### src/rtl/n101_uartrx.sv
// n101 UART receiver: 8N1/8N2, LSB first, oversampled by io_div.
// One-entry holding buffer, valid/ready drain, error pulses.
module n101_uartrx (
  input  logic        clock,
  input  logic        reset_n,
  input  logic        io_en,
  input  logic        io_in,
  input  logic [15:0] io_div,
  input  logic        io_nstop,
  output logic        io_out_valid,
  input  logic        io_out_ready,
  output logic [7:0]  io_out_bits,
  output logic        io_frame_err,
  output logic        io_overrun,
  output logic        io_busy
);

  typedef enum logic [1:0] {
    IDLE,
    START,
    DATA,
    STOP
  } state_e;

  state_e      state_q, state_d;
  logic        s1_q, rx_q, rxd_q;
  logic [15:0] presc_q, presc_d;
  logic [7:0]  shift_q, shift_d;
  logic [2:0]  bcnt_q, bcnt_d;
  logic        scnt_q, scnt_d;
  logic        valid_q, valid_d;
  logic [7:0]  bits_q, bits_d;
  logic        ferr_q, ferr_d;
  logic        ovr_q, ovr_d;

  logic fall, sample, accept, active;

  assign fall   = rxd_q & ~rx_q;
  assign active = (state_q != IDLE);
  assign sample = active && (presc_q == 16'd0);
  assign accept = valid_q & io_out_ready;

  always_ff @(posedge clock or negedge reset_n) begin
    if (!reset_n) begin
      s1_q  <= 1'b1;
      rx_q  <= 1'b1;
      rxd_q <= 1'b1;
    end else begin
      s1_q  <= io_in;
      rx_q  <= s1_q;
      rxd_q <= rx_q;
    end
  end

  always_ff @(posedge clock or negedge reset_n) begin
    if (!reset_n) begin
      state_q <= IDLE;
      presc_q <= 16'd0;
      shift_q <= 8'd0;
      bcnt_q  <= 3'd0;
      scnt_q  <= 1'b0;
      valid_q <= 1'b0;
      bits_q  <= 8'd0;
      ferr_q  <= 1'b0;
      ovr_q   <= 1'b0;
    end else begin
      state_q <= state_d;
      presc_q <= presc_d;
      shift_q <= shift_d;
      bcnt_q  <= bcnt_d;
      scnt_q  <= scnt_d;
      valid_q <= valid_d;
      bits_q  <= bits_d;
      ferr_q  <= ferr_d;
      ovr_q   <= ovr_d;
    end
  end

  always_comb begin
    state_d = state_q;
    presc_d = presc_q;
    shift_d = shift_q;
    bcnt_d  = bcnt_q;
    scnt_d  = scnt_q;
    valid_d = valid_q;
    bits_d  = bits_q;
    ferr_d  = 1'b0;
    ovr_d   = 1'b0;

    if (accept) valid_d = 1'b0;

    if (active) begin
      presc_d = sample ? io_div : presc_q - 16'd1;
    end

    unique case (state_q)
      IDLE: begin
        if (fall && io_en) begin
          presc_d = io_div >> 1;
          state_d = START;
        end
      end
      START: begin
        if (sample) begin
          if (!rx_q) begin
            bcnt_d  = 3'd0;
            state_d = DATA;
          end else begin
            state_d = IDLE;
          end
        end
      end
      DATA: begin
        if (sample) begin
          shift_d = {rx_q, shift_q[7:1]};
          bcnt_d  = bcnt_q + 3'd1;
          if (bcnt_q == 3'd7) begin
            scnt_d  = 1'b0;
            state_d = STOP;
          end
        end
      end
      STOP: begin
        if (sample) begin
          if (!rx_q) begin
            ferr_d  = 1'b1;
            state_d = IDLE;
          end else if (io_nstop && !scnt_q) begin
            scnt_d = 1'b1;
          end else begin
            // Reload is allowed when the old byte drains this cycle.
            if (!valid_q || accept) begin
              valid_d = 1'b1;
              bits_d  = shift_q;
            end else begin
              ovr_d = 1'b1;
            end
            state_d = IDLE;
          end
        end
      end
      default: state_d = IDLE;
    endcase

    if (active && !io_en) begin
      state_d = IDLE;
      ferr_d  = 1'b0;
      ovr_d   = 1'b0;
      valid_d = valid_q & ~accept;
      bits_d  = bits_q;
    end
  end

  assign io_out_valid = valid_q;
  assign io_out_bits  = bits_q;
  assign io_frame_err = ferr_q;
  assign io_overrun   = ovr_q;
  assign io_busy      = active;

endmodule

### config.mk
export PLATFORM = sky130hd
export DESIGN_NAME = n101_uartrx
export DESIGN_NICKNAME = d
export VERILOG_FILES = /design/src/rtl/n101_uartrx.sv
export SDC_FILE = /design/constraint.sdc
export NUM_CORES = 1
export LEC_CHECK = 0
export BUFFER_PORTS_ARGS = -buffer_cell sky130_fd_sc_hd__buf_2
export CORE_ASPECT_RATIO = 0.9
export CORE_MARGIN = 1
export CORE_UTILIZATION = 30
export DETAILED_ROUTE_END_ITERATION = 12
export GPL_TIMING_DRIVEN = 0
export PLACE_DENSITY = 0.43
export SYNTH_ARGS = -nofsm -noshare
export SYNTH_HDL_FRONTEND = slang
export SYNTH_SLANG_ARGS = --single-unit
### constraint.sdc
create_clock -name clock -period 2.65 [get_ports clock]
set_clock_uncertainty 0.1 [all_clocks]
set_input_delay 0.53 -clock clock [delete_from_list [all_inputs] [get_ports clock]]
set_output_delay 0.53 -clock clock [all_outputs]
set_load 0.02 [all_outputs]
==> flow_summary.json, run 1 <==
{
  "synth.avg_cell_area_sq_um": 10.5,
  "slew_headroom_pct": 30.9,
  "nets": 307,
  "grt_first_pass_wirelength_um": 10200,
  "gr-total-overflow": 0,
  "yosys-top-cells-count": "dfrtp_1 (41), nand2_1 (19), nor2_1 (17)",
  "synth_top_family_by_area": "simple AND/OR/NAND/NOR gates",
  "hold_viol_final": 0,
  "reg2reg_depth": 5,
  "yosysMostFrequentCell": "dfrtp_1",
  "port_buffers": 33,
  "ys.flop_type": "dfrtp_1",
  "synth_area_leaders": "dfrtp_1 (42%), mux2_2 (7.4%), nor4_4 (3.5%)",
  "root_buffer": "clkbuf_8",
  "fin_area_sq_um": 2930,
  "avgViaCountPerCell": 5.35,
  "final_util_pct": 37.8,
  "dr.pass1.iters": 5,
  "die_h_um": 87.7,
  "num_rows": 30,
  "setup_viol": 0,
  "rsz0062_at_grt": "false",
  "die_x_um": 97.2,
  "dieArea_sq_um": 8520,
  "vias": 2028,
  "place_congestion": 0.763,
  "yosys_register_bits": 44,
  "yosys.area.top_type": "dfrtp_1",
  "postRouteAntennaNets": 0,
  "fin_crit_sh_pct": 92.3,
  "ir_worst_vdd_mv": 0.209,
  "crit_arrival_ps": 2520,
  "cp-end-kind": "register",
  "synth.mux.area_fraction_pct": 11.1,
  "tightest_slew_ps": 1040,
  "max_cap_violations": 0,
  "multiInputGateArea_sq_um": 1240,
  "whs_path_depth": 1,
  "status": "finished, final reports clean",
  "hold_class": "in -> reg",
  "ys_async_sr_fraction_pct": 100,
  "finalPower_mw": 1.91,
  "hold_ws_ps": 233,
  "post_drt_wl_per_cell_um": 16.8,
  "synth_cell_types": 53,
  "area_growth_pct": 19.6,
  "place_ws_ps": -184,
  "initial_core_util_pct": 31.6,
  "syn_nets": 257,
  "synth_compound_area_share_pct": 14.5,
  "drive_gt1_share_pct": 33.2,
  "grt_pass1_vias": 1886,
  "crit_required_ps": 2730,
  "fillers": 773,
  "crit_type": "reg -> reg",
  "cts_sinks": 44,
  "ys_warn_count": 0,
  "wirelength_um": 6360,
  "finalWorstSetupSlack_ps": 205,
  "place_area_sq_um": 2730,
  "syn_area_sq_um": 2450,
  "timing.critical_path.fanout_max": 9,
  "route.detailed.drc": 0,
  "clock_latency_ps": 300,
  "antenna_found_initial": 0,
  "fp.coreArea_sq_um": 7730,
  "synthDominantCellAreaShare_pct": 41.9,
  "yosys.area_share.xor_xnor_pct": 0.716,
  "power_leakage_nw": 1.30,
  "fin_crit_ps": 2440,
  "drv_slew": 0,
  "diodes": 0,
  "clk_pin_slew_ps": 100,
  "synthSimpleGateAreaFrac_pct": 22.4,
  "power_density_nw_per_um2": 653,
  "cts_buffer_depth": 2,
  "cts_tree": "built",
  "critPathLaunchType": "register",
  "ys_seq_area_share_pct": 45.2,
  "synthesis.instances": 232,
  "h-tree-depth": 2,
  "cts_made_buffers": 5,
  "track_usage_pct": 15.4,
  "io_pins": 34,
  "regArea_sq_um": 1100,
  "first_iter_violations": 174,
  "synth_edf_count": 0,
  "timing.fmax_ghz": 0.409,
  "grt_max_degree": 45,
  "synth_fa_ha_area_share_pct": 1.53,
  "hpwlAfterDp_um": 4320
}
## logic make-up (layout without fill, tap and decap cells)
logic type / after synthesis / in the layout
adder cells (fa/ha/maj): 3 / 3
flip-flops: 44 / 44
AND/OR/NAND/NOR: 88 / 88
XOR/XNOR: 2 / 2
multiplexers: 25 / 25
AO/OA/AOI/OAI: 51 / 51
buffers and inverters: 19 / 70
## path summary, 6_finish.rpt
check | slack, ps | startpoint | end
max | 210 | presc_q[7] | shift_q[6]
min | 230 | io_in | s1_q
max reg2reg | 210 | presc_q[7] | shift_q[6]
min reg2reg | 260 | s1_q | rx_q
max in group asynchronous | 1490 | reset_n | shift_q[6]
min in group asynchronous | 310 | reset_n | presc_q[11]
## state kept, by name (all words and copies together) (netlist names)
register,flops
io_out_valid,1
io_out_bits,8
state_q,2
io_frame_err,1
s1_q,1
shift_q,8
presc_q,16
scnt_q,1
io_overrun,1
rxd_q,1
bcnt_q,3
rx_q,1
## worst max-delay path, cell delays in order (launching register included)
cell and delay (ps):
dfrtp_1 440, nor4_4 580, nand3_2 330, nor4_4 360, buf_4 180, mux2_2 320
## layer usage
metal / track usage [%] / vias up / wire length (um)
li1: - / 979 / -
met1: 21.4 / 991 / 3140
met2: 24.8 / 53 / 2940
met3: 2.79 / 5 / 241
met4: 3.93 / 0 / 34
met5: 0 / - / 0
## placed cells by master (no fill, tap or decap), types with 2 or more instances in the layout
| cell | instances |
|---|---|
| dfstp_2 | 3 |
| nor2_1 | 16 |
| nand2_1 | 19 |
| nand4_1 | 8 |
| nor4_4 | 4 |
| nor3_1 | 8 |
| o221a_2 | 3 |
| dfrtp_1 | 41 |
| and3_1 | 4 |
| a211oi_1 | 3 |
| clkbuf_1 | 5 |
| nand3_1 | 7 |
| clkinv_2 | 2 |
| or4_1 | 2 |
| a21oi_1 | 4 |
| inv_1 | 8 |
| buf_4 | 10 |
| xor2_1 | 2 |
| o22ai_1 | 6 |
| o311ai_0 | 2 |
| nand2b_1 | 3 |
| mux2_2 | 16 |
| o21a_1 | 2 |
| buf_6 | 4 |
| or4_4 | 2 |
| o31a_1 | 2 |
| ha_1 | 3 |
| o21ai_0 | 12 |
| clkbuf_8 | 6 |
| nand3b_1 | 2 |
| buf_2 | 33 |
| nor4_1 | 2 |
| nor3b_1 | 2 |
| mux2i_1 | 8 |
| a31oi_1 | 5 |
| o31ai_1 | 2 |
## through the flow
| stage | TNS (ps) | std cells |
|---|---|---|
| 3_5_place_dp | -1170 | 361 |
| 3_3_place_gp | -1690 | 361 |
| 5_1_grt | 0 | 379 |
| 2_1_floorplan | 0 | 232 |
| 6_report | 0 | 379 |
| 4_1_cts | 0 | 372 |
## repair_timing
action	CTS	global route
setup endpoints to repair	12	17
resized for setup	3	0
buffers inserted	3	7
hold buffers	0	0
pin swaps	1	3
## power breakdown
group / switching (mW) / leakage (nW) / internal [mW] / total [mW]
Sequential: 0.134 / 0.574 / 0.752 / 0.886
Clock: 0.243 / 0.0541 / 0.279 / 0.523
Combinational: 0.282 / 0.677 / 0.220 / 0.501
## final cells by class
class | instances | share of cell area (%)
Buffer | 10 | 2.65
Clock buffer | 5 | 2.35
Clock inverter | 3 | 1.45
Inverter | 9 | 1.20
Multi-Input combinational cell | 169 | 42.3
Sequential cell | 44 | 37.8
Tap cell | 96 | 4.10
Timing Repair Buffer | 43 | 8.21
No activity file was read; power rests on OpenSTA's default activity.
==> run 2, diff against run 1 <==
==> constraint.sdc (replaced) <==
create_clock -name clock -period 2.4 [get_ports clock]
set_clock_uncertainty 0.1 [all_clocks]
set_input_delay 0.48 -clock clock [delete_from_list [all_inputs] [get_ports clock]]
set_output_delay 0.48 -clock clock [all_outputs]
set_load 0.02 [all_outputs]
==> run 2 against run 1 <==
  * Routed wire length is 1.3% higher
  * Non-clock buffer count grew 2
  * Design area is 1.3% higher
  * Fmax grew 7.1%
  * Hold slack got worse by 51 ps
  * Largest power group unchanged
==> flow_summary.json, run 2 (synthesis gave the netlist of run 1 again) <==
{
  "place_area_sq_um": 2730,
  "min-delay-start": "io_in",
  "hold_class": "in -> reg",
  "ir_worst_vdd_mv": 0.256,
  "crit_required_ps": 2480,
  "crit_family": "simple AND/OR/NAND/NOR gates",
  "crit_type": "reg -> reg",
  "fin_crit_ps": 2280,
  "hpwlAfterDp_um": 4320,
  "postRouteAntennaNets": 0,
  "drv_slew": 0,
  "area_growth_pct": 21.2,
  "first_iter_violations": 159,
  "rsz0062_at_grt": "false",
  "die_h_um": 87.7,
  "cp-end-kind": "register",
  "io_pins": 34,
  "finalPower_mw": 2.17,
  "post_drt_wl_per_cell_um": 16.9,
  "hold_viol_final": 0,
  "max_cap_violations": 0,
  "fin_area_sq_um": 2970,
  "dr.pass1.iters": 4,
  "path_buf_inv": 1,
  "largest_reg_flops": 16,
  "grt_first_pass_wirelength_um": 10300,
  "reg2reg_depth": 5,
  "slew_headroom_pct": 31.4,
  "fp.coreArea_sq_um": 7730,
  "status": "finished, final reports clean",
  "crit_arrival_ps": 2360,
  "tightest_slew_ps": 1030,
  "num_rows": 30,
  "initial_core_util_pct": 31.6,
  "h-tree-depth": 2,
  "placed_cells": 361,
  "whs_path_depth": 1,
  "cts_tree": "built",
  "power_density_nw_per_um2": 733,
  "power_leakage_nw": 1.32,
  "clk_pin_slew_ps": 90,
  "dieArea_sq_um": 8520,
  "holdBufCountCts": 0,
  "track_usage_pct": 15.6,
  "layout_commonest_cell": "dfrtp_1",
  "root_buffer": "clkbuf_8",
  "cts_buffer_depth": 2,
  "cp_cell_sequence": "nor4_1 -> nand3_2 -> nor4_4 -> buf_4 -> mux2_2",
  "fin_crit_sh_pct": 95.1,
  "tns_ps": 0,
  "rr_startpoint": "presc_q[14]",
  "setup_viol": 0,
  "route.detailed.drc": 0,
  "diodes": 0,
  "timing.fmax_ghz": 0.438,
  "avgViaCountPerCell": 5.28,
  "die_x_um": 97.2,
  "reg2reg_to": "shift_q[6]",
  "wirelength_um": 6440,
  "max_stage_delay_ps": 480,
  "cpMaxStageDelayCell": "nor4_1",
  "grt_max_degree": 45,
  "nets": 309,
  "cts_made_buffers": 5,
  "rrSetupSlack_ps": 120,
  "hold_end": "s1_q",
  "timing.critical_path.fanout_max": 8,
  "startpoint": "presc_q[14]",
  "largest-register": "presc_q",
  "instances_no_fill": 381,
  "most-common-layout-cells": "dfrtp_1 (41), buf_2 (33), nand2_1 (19), nor2_1 (16), mux2_2 (16)",
  "drive_gt1_share_pct": 35.1,
  "critPathLaunchType": "register",
  "port_buffers": 33,
  "place_congestion": 0.763,
  "antenna_found_initial": 0,
  "cts_sinks": 44,
  "clock_latency_ps": 300,
  "vias": 2012,
  "gr-total-overflow": 0,
  "grt_pass1_vias": 1903
}
==> run 2: per-layer routing <==
metal / track usage [%] / share of wire [%] / up-vias / wire length [um]
li1: - / - / 980 / -
met1: 21.7 / 49 / 990 / 3170
met2: 25.3 / 47 / 37 / 3020
met3: 2.79 / 3.3 / 5 / 214
met4: 3.66 / 0.59 / 0 / 38
met5: 0 / 0 / - / 0
==> run 2: layout make-up <==
cell class / count / area [sq um]
flip-flops and latches: 44 / 1100
fillers: 774 / 4770
inverters: 9 / 35.0
clock inverters: 3 / 42.5
multi-input cells: 169 / 1260
plain buffers: 10 / 78.8
clock buffers: 5 / 68.8
well taps: 96 / 120
repair buffers: 45 / 255
==> run 2: worst max path at each step <==
stage / to / slack, ps / cells after the start
finish: shift_q[6] / 120 / 5
detailed placement: presc_q[5] / -390 / 7
CTS: presc_q[15] / 10 / 4
global placement: presc_q[5] / -440 / 7
floorplan: bcnt_q[1] / 140 / 6
global route: io_overrun / 20 / 8
==> run 2: power breakdown <==
group	internal [mW]	switching, mW	total [mW]
clock	0.308	0.273	0.581
sequential	0.830	0.159	0.989
combinational	0.281	0.323	0.604
total	1.42	0.755	2.17
==> run 2: what timing repair did <==
| action | in CTS | in global routing |
|---|---|---|
| resized for setup | 5 | 5 |
| buffers inserted | 8 | 4 |
| pin swaps | 5 | 2 |
| endpoints found under the setup margin | 39 | 31 |
==> run 2: per-stage QoR <==
step | hold WS (ps) | util, % | setup slack, ps
CTS | 169 | 37.8 | 9.98
finish | 182 | 38.3 | 117
global placement | 246 | 35.3 | -436
detailed placement | 247 | 35.3 | -385
floorplan | 84.4 | - | 141
global route | 170 | 38.3 | 16.7
